===== config.mk =====
export PLATFORM = sky130hd
export DESIGN_NAME = crc_stream_engine
export DESIGN_NICKNAME = d
export VERILOG_FILES = /design/src/rtl/crc_pkg.sv /design/src/rtl/crc_byte_step.sv /design/src/rtl/crc_stream_engine.sv
export SDC_FILE = /design/constraint.sdc
export NUM_CORES = 1
export LEC_CHECK = 0
export BUFFER_PORTS_ARGS = -buffer_cell sky130_fd_sc_hd__buf_2
export CORE_UTILIZATION = 47
export CTS_BUF_LIST = sky130_fd_sc_hd__clkbuf_4 sky130_fd_sc_hd__clkbuf_8 sky130_fd_sc_hd__clkbuf_16
export CTS_CLUSTER_DIAMETER = 100
export DETAILED_ROUTE_END_ITERATION = 10
export PLACE_DENSITY = 0.66
export SETUP_SLACK_MARGIN = 0.1
export SLEW_MARGIN = 20
export SYNTH_ARGS = -nofsm -noshare
export SYNTH_HDL_FRONTEND = slang
export SYNTH_HIERARCHICAL = 1
export SYNTH_SLANG_ARGS = --single-unit

===== constraint.sdc =====
create_clock -name HCLK -period 3.45 [get_ports HCLK]
set_input_delay 0.5175 -clock HCLK [delete_from_list [all_inputs] [get_ports HCLK]]
set_output_delay 0.5175 -clock HCLK [all_outputs]
set_load 0.02 [all_outputs]

===== src/rtl/crc_pkg.sv =====
// Shared definitions for the CRC stream engine and its byte-step datapath.
// Contents:
//   crc_state_t   - engine FSM states
//   CRC32_*       - standard CRC-32 constants (normal and reflected polynomial,
//                   init, output XOR, and the check value of "123456789")
//   bit_reverse32 - mirrors a 32-bit value (bit 0 <-> bit 31)
package crc_pkg;

    typedef enum logic [1:0] {
        IDLE,
        ACCEPT,
        SHIFT,
        DONE
    } crc_state_t;

    localparam logic [31:0] CRC32_POLY      = 32'h04C11DB7;
    localparam logic [31:0] CRC32_POLY_REFL = 32'hEDB88320;
    localparam logic [31:0] CRC32_INIT      = 32'hFFFFFFFF;
    localparam logic [31:0] CRC32_XOR_OUT   = 32'hFFFFFFFF;
    localparam logic [31:0] CRC32_CHECK     = 32'hCBF43926;

    function automatic logic [31:0] bit_reverse32(input logic [31:0] value);
        logic [31:0] reversed;
        reversed = '0;
        for (int i = 0; i < 32; i++) begin
            reversed[i] = value[31 - i];
        end
        return reversed;
    endfunction

endpackage


===== src/rtl/crc_byte_step.sv =====
// One byte of CRC-32 update, purely combinational.
// Ports:
//   crc_in    - current CRC register
//   data_byte - message byte to fold in
//   reflect   - 1: LSB-first, right shift, reflected polynomial
//               0: MSB-first, left shift, normal polynomial
//   crc_out   - CRC register after all 8 bits of data_byte
// Shared with the CRC check path in the config block.
module crc_byte_step
    import crc_pkg::*;
#(
    parameter logic [31:0] POLY = CRC32_POLY
) (
    input  logic [31:0] crc_in,
    input  logic [7:0]  data_byte,
    input  logic        reflect,
    output logic [31:0] crc_out
);

    localparam logic [31:0] POLY_REFL = bit_reverse32(POLY);

    logic [31:0] crc_next;
    logic        feedback;

    always_comb begin
        // NOTE: every variable gets a default before any branch so no latch is inferred.
        crc_next = crc_in;
        feedback = 1'b0;
        // NOTE: blocking assignments on purpose -- each bit iteration must see the
        // register value produced by the previous one.
        for (int i = 0; i < 8; i++) begin
            if (reflect) begin
                feedback = crc_next[0] ^ data_byte[i];
                crc_next = crc_next >> 1;
                if (feedback) crc_next = crc_next ^ POLY_REFL;
            end else begin
                feedback = crc_next[31] ^ data_byte[7 - i];
                crc_next = {crc_next[30:0], 1'b0};
                if (feedback) crc_next = crc_next ^ POLY;
            end
        end
    end

    assign crc_out = crc_next;

endmodule


===== src/rtl/crc_stream_engine.sv =====
// Byte-serial CRC engine fed by a valid/ready stream of 32-bit little-endian
// words; presents the final CRC on a valid/ready result handshake.
// Ports:
//   HCLK, RESET        - clock, asynchronous active-low reset
//   start              - pulse: load INIT and begin a new message (aborts any current one)
//   in_valid/in_ready  - word handshake; in_data byte 0 = [7:0] is processed first
//   in_last, in_bytes  - final-word flag and its valid byte count (values >4 mean 4)
//   crc_valid/crc_ready- result handshake; crc_out holds steady while waiting
//   busy               - engine is not idle
// A full word costs one ACCEPT cycle plus one SHIFT cycle per byte.
module crc_stream_engine
    import crc_pkg::*;
#(
    parameter int              DATA_WIDTH = 32,
    parameter int              CRC_WIDTH  = 32,
    parameter logic [31:0]     POLY       = CRC32_POLY,
    parameter logic [31:0]     INIT       = CRC32_INIT,
    parameter logic [31:0]     XOR_OUT    = CRC32_XOR_OUT,
    parameter int              REFLECT    = 1
) (
    input  logic                  HCLK,
    input  logic                  RESET,
    input  logic                  start,
    input  logic                  in_valid,
    output logic                  in_ready,
    input  logic [DATA_WIDTH-1:0] in_data,
    input  logic                  in_last,
    input  logic [2:0]            in_bytes,
    output logic                  crc_valid,
    input  logic                  crc_ready,
    output logic [CRC_WIDTH-1:0]  crc_out,
    output logic                  busy
);

    crc_state_t            state;
    logic [CRC_WIDTH-1:0]  crc_reg;
    logic [DATA_WIDTH-1:0] word_reg;
    logic [2:0]            byte_cnt;
    logic                  last_reg;
    logic [CRC_WIDTH-1:0]  step_out;
    logic [2:0]            accept_bytes;

    // Non-final words always carry 4 bytes; a final word's count saturates at 4.
    assign accept_bytes = !in_last           ? 3'd4 :
                          (in_bytes > 3'd4)  ? 3'd4 : in_bytes;

    crc_byte_step #(
        .POLY      (POLY)
    ) u_step (
        .crc_in    (crc_reg),
        .data_byte (word_reg[7:0]),
        .reflect   (REFLECT != 0),
        .crc_out   (step_out)
    );

    // NOTE: sequential state uses non-blocking assignments so every register
    // samples the pre-edge values of the others.
    always_ff @(posedge HCLK or negedge RESET) begin
        if (!RESET) begin
            state     <= IDLE;
            crc_reg   <= '0;
            word_reg  <= '0;
            byte_cnt  <= '0;
            last_reg  <= 1'b0;
            in_ready  <= 1'b0;
            crc_valid <= 1'b0;
            crc_out   <= '0;
            busy      <= 1'b0;
        end else if (start) begin
            // start wins over any handshake in the same cycle; a pending result is dropped.
            state     <= ACCEPT;
            crc_reg   <= INIT;
            byte_cnt  <= '0;
            last_reg  <= 1'b0;
            in_ready  <= 1'b1;
            crc_valid <= 1'b0;
            busy      <= 1'b1;
        end else begin
            case (state)
                IDLE: begin
                end

                ACCEPT: begin
                    if (in_valid && in_ready) begin
                        word_reg <= in_data;
                        last_reg <= in_last;
                        byte_cnt <= accept_bytes;
                        in_ready <= 1'b0;
                        if (in_last && accept_bytes == 3'd0) begin
                            // Empty final word: the register is already final.
                            state     <= DONE;
                            crc_out   <= crc_reg ^ XOR_OUT;
                            crc_valid <= 1'b1;
                        end else begin
                            state <= SHIFT;
                        end
                    end
                end

                SHIFT: begin
                    crc_reg  <= step_out;
                    word_reg <= word_reg >> 8;
                    byte_cnt <= byte_cnt - 3'd1;
                    if (byte_cnt == 3'd1) begin
                        if (last_reg) begin
                            // Result is formed from the step output so it appears
                            // the cycle right after the last byte.
                            state     <= DONE;
                            crc_out   <= step_out ^ XOR_OUT;
                            crc_valid <= 1'b1;
                        end else begin
                            state    <= ACCEPT;
                            in_ready <= 1'b1;
                        end
                    end
                end

                DONE: begin
                    if (crc_valid && crc_ready) begin
                        state     <= IDLE;
                        crc_valid <= 1'b0;
                        busy      <= 1'b0;
                    end
                end

                default: state <= IDLE;
            endcase
        end
    end

endmodule


### Word-level counts from Yosys, hierarchy flattened

Index checks and enable logic that the tools add are counted.

| storage, ports and cells | value |
|---|---|
| output and inout bits | 35 |
| logic and storage cells | 110 |
| input bits | 41 |
| register bits after elaboration | 105 |

| operators by class | value |
|---|---|
| bitwise logic cells | 19 |
| $add $sub $neg | 1 |
| $lt $le $gt $ge | 1 |
| reduce and logical (&&, ||, !) cells | 20 |
| equality and inequality tests | 14 |
| multiplexer cells | 46 |

Operators by type and width:

| kind | number |
|---|---|
| $mux W32 | 15 |
| $pmux W32 S2 | 2 |
| $not A13 Y14 | 8 |
| $not A32 Y32 | 2 |
| $ne A3 B3 Y1 const B | 6 |
| $mux W1 | 16 |
| $mux W3 | 4 |
| $reduce_and A6 Y1 | 2 |
| $reduce_bool A2 Y1 | 6 |
| $mux W2 | 5 |
| $ne A2 B2 Y1 const B | 4 |
| $reduce_and A4 Y1 | 2 |
| $xor A1 B1 Y1 | 8 |
| $pmux W2 S3 | 1 |
| $pmux W3 S2 | 1 |
| $reduce_and A2 Y1 | 3 |
| $eq A2 B2 Y1 const B | 2 |
| $reduce_bool A4 Y1 | 1 |
| $eq A3 B1 Y1 const B | 1 |
| $gt A3 B3 Y1 const B | 1 |
| $logic_and A1 B1 Y1 | 3 |
| $logic_not A3 Y1 | 1 |
| $pmux W1 S3 | 1 |
| $reduce_and A3 Y1 | 1 |
| 5 further kinds | 5 |

### Logic depth before layout (Yosys ltp)

| depth | value |
|---|---|
| depth after elaboration | 20 |
| depth in mapped cells | 11 |
| mapped depth without buffers | 9 |

### Modules after synthesis

The synthesis kept the hierarchy.

Modules (own cells, without submodules):

| module | cells each | seq. area each (um2) | times used | area each (um2) |
|---|---|---|---|---|
| crc_stream_engine | 373 | 2627.5 | 1 | 4682.0 |
| crc_byte_step | 282 | 0.0 | 1 | 2414.8 |

### Worst setup path before layout

No wires, ideal clock.

| timing | value |
|---|---|
| path kind | register to register |
| start | register crc_reg[0] |
| end | register crc_out[18] |
| buffers on the path | 1 |
| setup slack | 0.801 ns |
| stages on the path, launching flop included | 10 |
| required time | 3.325 ns |
| setup time | 0.125 ns |
| data arrival time | 2.524 ns |
| clock period less this slack | 2.649 ns |
| cells stage by stage | dfrtp_1 xnor2_4 xor2_1 a21o_1 buf_2 xnor3_1 xnor2_1 a21oi_1 mux2i_1 mux2_4 |

| on the way | value |
|---|---|
| cells in the longest elaborated chain, start to end | 14 |

RTL lines:

| element | line | RTL |
|---|---|---|
| start: declaration | crc_stream_engine.sv:36 | `logic [CRC_WIDTH-1:0] crc_reg;` |
| start signal: assignment | crc_stream_engine.sv:101 | `crc_reg <= step_out;` |
| $xor A1 B1 Y1 | crc_byte_step.sv:33 | `feedback = crc_next[0] ^ data_byte[i];` |
| $mux W32 (6 in a row) | crc_byte_step.sv:35 | `if (feedback) crc_next = crc_next ^ POLY_REFL;` |
| $xor A1 B1 Y1 | crc_byte_step.sv:33 |  |
| $mux W32 (2 in a row) | crc_byte_step.sv:35 |  |
| named net step_out[18] | crc_stream_engine.sv:40 | `logic [CRC_WIDTH-1:0] step_out;` |
| $not A32 Y32 (no source line) | n/a |  |
| $mux W32 | crc_stream_engine.sv:105 | `if (last_reg) begin` |
| $mux W32 | crc_stream_engine.sv:104 | `if (byte_cnt == 3'd1) begin` |
| $pmux W32 S2 | crc_stream_engine.sv:79 | `case (state)` |
| end signal: assignment | crc_stream_engine.sv:92 | `crc_out <= crc_reg ^ XOR_OUT;` |
| end signal: assignment | crc_stream_engine.sv:109 | `crc_out <= step_out ^ XOR_OUT;` |
| end: declaration | crc_stream_engine.sv:31 | `output logic [CRC_WIDTH-1:0] crc_out,` |

The timed path passes the listed nets, and every way through them passes these cells. The select of a mux whose other input is x is not followed.
A chain may end at the register's enable or synchronous reset.

### Worst setup path after layout

| timing | value |
|---|---|
| start | register word_reg[6] |
| end | register crc_out[14] |

| on the way | value |
|---|---|
| cells in the longest elaborated chain, start to end | 7 |

RTL lines:

| element | line | RTL |
|---|---|---|
| start: declaration | crc_stream_engine.sv:37 | `logic [DATA_WIDTH-1:0] word_reg;` |
| start signal: assignment | crc_stream_engine.sv:85 | `word_reg <= in_data;` |
| start signal: assignment | crc_stream_engine.sv:102 | `word_reg <= word_reg >> 8;` |
| $xor A1 B1 Y1 | crc_byte_step.sv:33 |  |
| $mux W32 (2 in a row) | crc_byte_step.sv:35 |  |
| named net step_out[14] | crc_stream_engine.sv:40 |  |
| $not A32 Y32 (no source line) | n/a |  |
| $mux W32 | crc_stream_engine.sv:105 |  |
| $mux W32 | crc_stream_engine.sv:104 |  |
| $pmux W32 S2 | crc_stream_engine.sv:79 |  |

The timed path passes the listed nets, and every way through them passes these cells. The select of a mux whose other input is x is not followed.

==> metrics.cfg <==
[final_layout]
nFillCells = 1304
layout_commonest_cell = dfrtp_1
mostFrequentLayoutCells = dfrtp_1, xnor2_1, buf_2, mux2i_1, nand2_1
diodes = 0
layout-drive-gt1-share = 0.225
layout.cells.non_filler = 898
fin_nets = 755
area_delta_synth_final_pct = 11.5
multi_input_area_um2 = 4250
regArea_um2 = 2630
utilization = 0.540

[synth]
syn_avg_cell_area_um2 = 10.8
synth-compound-area-share = 0.0716
ys_ff_latch = 105
syn-instance-count = 655
synth.distinct_cells = 54
synth_top_area_cell = dfrtp_1
yosys.area_share.simple = 0.0986
ys.flop_type = dfrtp_1
synth_top_family_by_area = XOR/XNOR gates
yosys.area.top_type_share = 0.370
synth-edff-count = 0
yosys-top-cells-area = dfrtp_1, xnor2_1, mux2i_1
synth_fp_nets = 701
yosys_warnings = 6
async_flop_share = 1.00
synth_adder_area_share = 0.00882
synth-xor-area-share = 0.247
yosysSeqAreaShare = 0.370
synth_mux_area_frac = 0.171
syn-cell-area_um2 = 7100

[global_route]
busiest_layer = met2
grt_use_met2 = 0.344
grt_use_met3 = 0.0434
use_met1 = 0.276
grt_max_degree = 90
antenna_found_initial = 0
overflow = 0
grt_pass1_wl_um = 25400
gr-usage-all-layers = 0.210
grt_pass1_vias = 4724

[place]
dp_hpwl_um = 11500
io_buffers = 75
place.gp.congestion = 0.919
placed_cells = 882

[cts]
clkTransAtPathRegs_ns = 0.08
cts_resized = 0
cts_sinks = 105
numCtsBuffers = 9
cts_tree = yes
clk_path_buf_depth = 2
cts_setup_buffers = 0
root_buffer = clkbuf_16
clock_latency_ns = 0.36
htree_num_levels = 3
postCtsHoldBufs = 0

[timing]
slew_violations = 0
fmax_ghz = 0.346
timing.final.crit_share = 0.837
rsz0062_at_grt = no
max_slew_margin = 0.522
holdWs_ns = 0.175
fin_skew_ns = 0.0130
fin_crit_ns = 2.89
tightestPinTransition_ns = 0.714
setup_viol = 0
finalHoldViolations = 0
finalSetupTns_ns = 0

[floorplan]
fp.dieW_um = 125
die_y_um = 125
rows = 44
die-area_um2 = 15600
start_util = 0.485
ios = 76
core_area_um2 = 14600

[routing]
viasPerCell = 5.14
drt_first_iter_violations = 172
antenna_left = 0
drt_wl_total_um = 15500
wl_per_cell_um = 17.3
first_pass_iters = 8
drcViolationCount = 4
num_vias = 4613

[worst_setup_path]
end_kind = register
r2r_slack_ns = 0.56
critPathKind = reg2reg
cp.arrival_ns = 3.13
critPathMaxFanout = 6
required_ns = 3.69
start_kind = register

[flow_run]
max_cap_violations = 0

[run_status]
violations = DRC
outcome = complete, but fails checks

[worst_hold_path]
hold_class = in2async

[final cells by class]
type | instances | share of cell area
multi-input cells | 499 | 0.537
flip-flops and latches | 105 | 0.332
repair buffers | 82 | 0.0560
well taps | 184 | 0.0291
clock buffers | 9 | 0.0285
clock inverters | 7 | 0.0115
inverters | 12 | 0.00569
[path summary, 6_finish.rpt]
check                                   from            to  cells past startpoint
worst max-delay path             word_reg[6]   crc_out[14]                      9
worst min-delay path                   RESET   crc_reg[10]                      1
worst max register to register   word_reg[6]   crc_out[14]                      9
worst min register to register  word_reg[19]  word_reg[19]                      2
max in group asynchronous              RESET   crc_out[13]                      2
min in group HCLK                in_data[27]  word_reg[27]                      3
[routing by layer]
metal / wire length (um) / vias up
met5: 0 / -
met4: 379 / 0
met3: 655 / 26
met2: 7370 / 109
met1: 7120 / 2193
li1: - / 2285
[critical path, stage by stage, from the launching register on]
cell and delay (ns):
dfrtp_1 0.48, xnor2_1 0.30, xor2_1 0.33, a21o_1 0.42, xnor3_1 0.53, xnor2_1 0.18, nand2_1 0.07, o21ai_1 0.07
mux2i_1 0.10, mux2_4 0.29
[synth_stat cells (all sizes together), types with 2 or more instances]
cell,number
inv,12
dfrtp,105
xor3,4
buf,24
nand3,6
a211oi,2
clkbuf,15
mux2,35
ha,5
xnor2,102
nand2b,45
xnor3,7
a21o,4
xor2,51
a21boi,3
nor3b,2
a221oi,4
or2,3
nor2,22
mux2i,68
nand2,51
o21ai,50
a21oi,17
nor2b,3
[stage by stage]
stage / cell area [um^2] / setup WS (ns)
global placement: 7600 / 0.635
detailed placement: 7600 / 0.596
global route: 7910 / 0.414
floorplan: 7100 / 0.801
CTS: 7910 / 0.559
finish: 7910 / 0.564
[kinds of logic (layout without fill, tap and decap cells)]
group	Yosys count	in the layout
DFF	105	105
buffers and inverters	51	110
and+or+nand+nor	139	139
other	1	1
xor gates and xnor gates	164	164
adders and majority gates	5	5
AOI/OAI and AO/OA	87	87
muxes	103	103
Power is not shown: default switching activity piles up to over one toggle a cycle in this logic, so the estimate is an artifact.
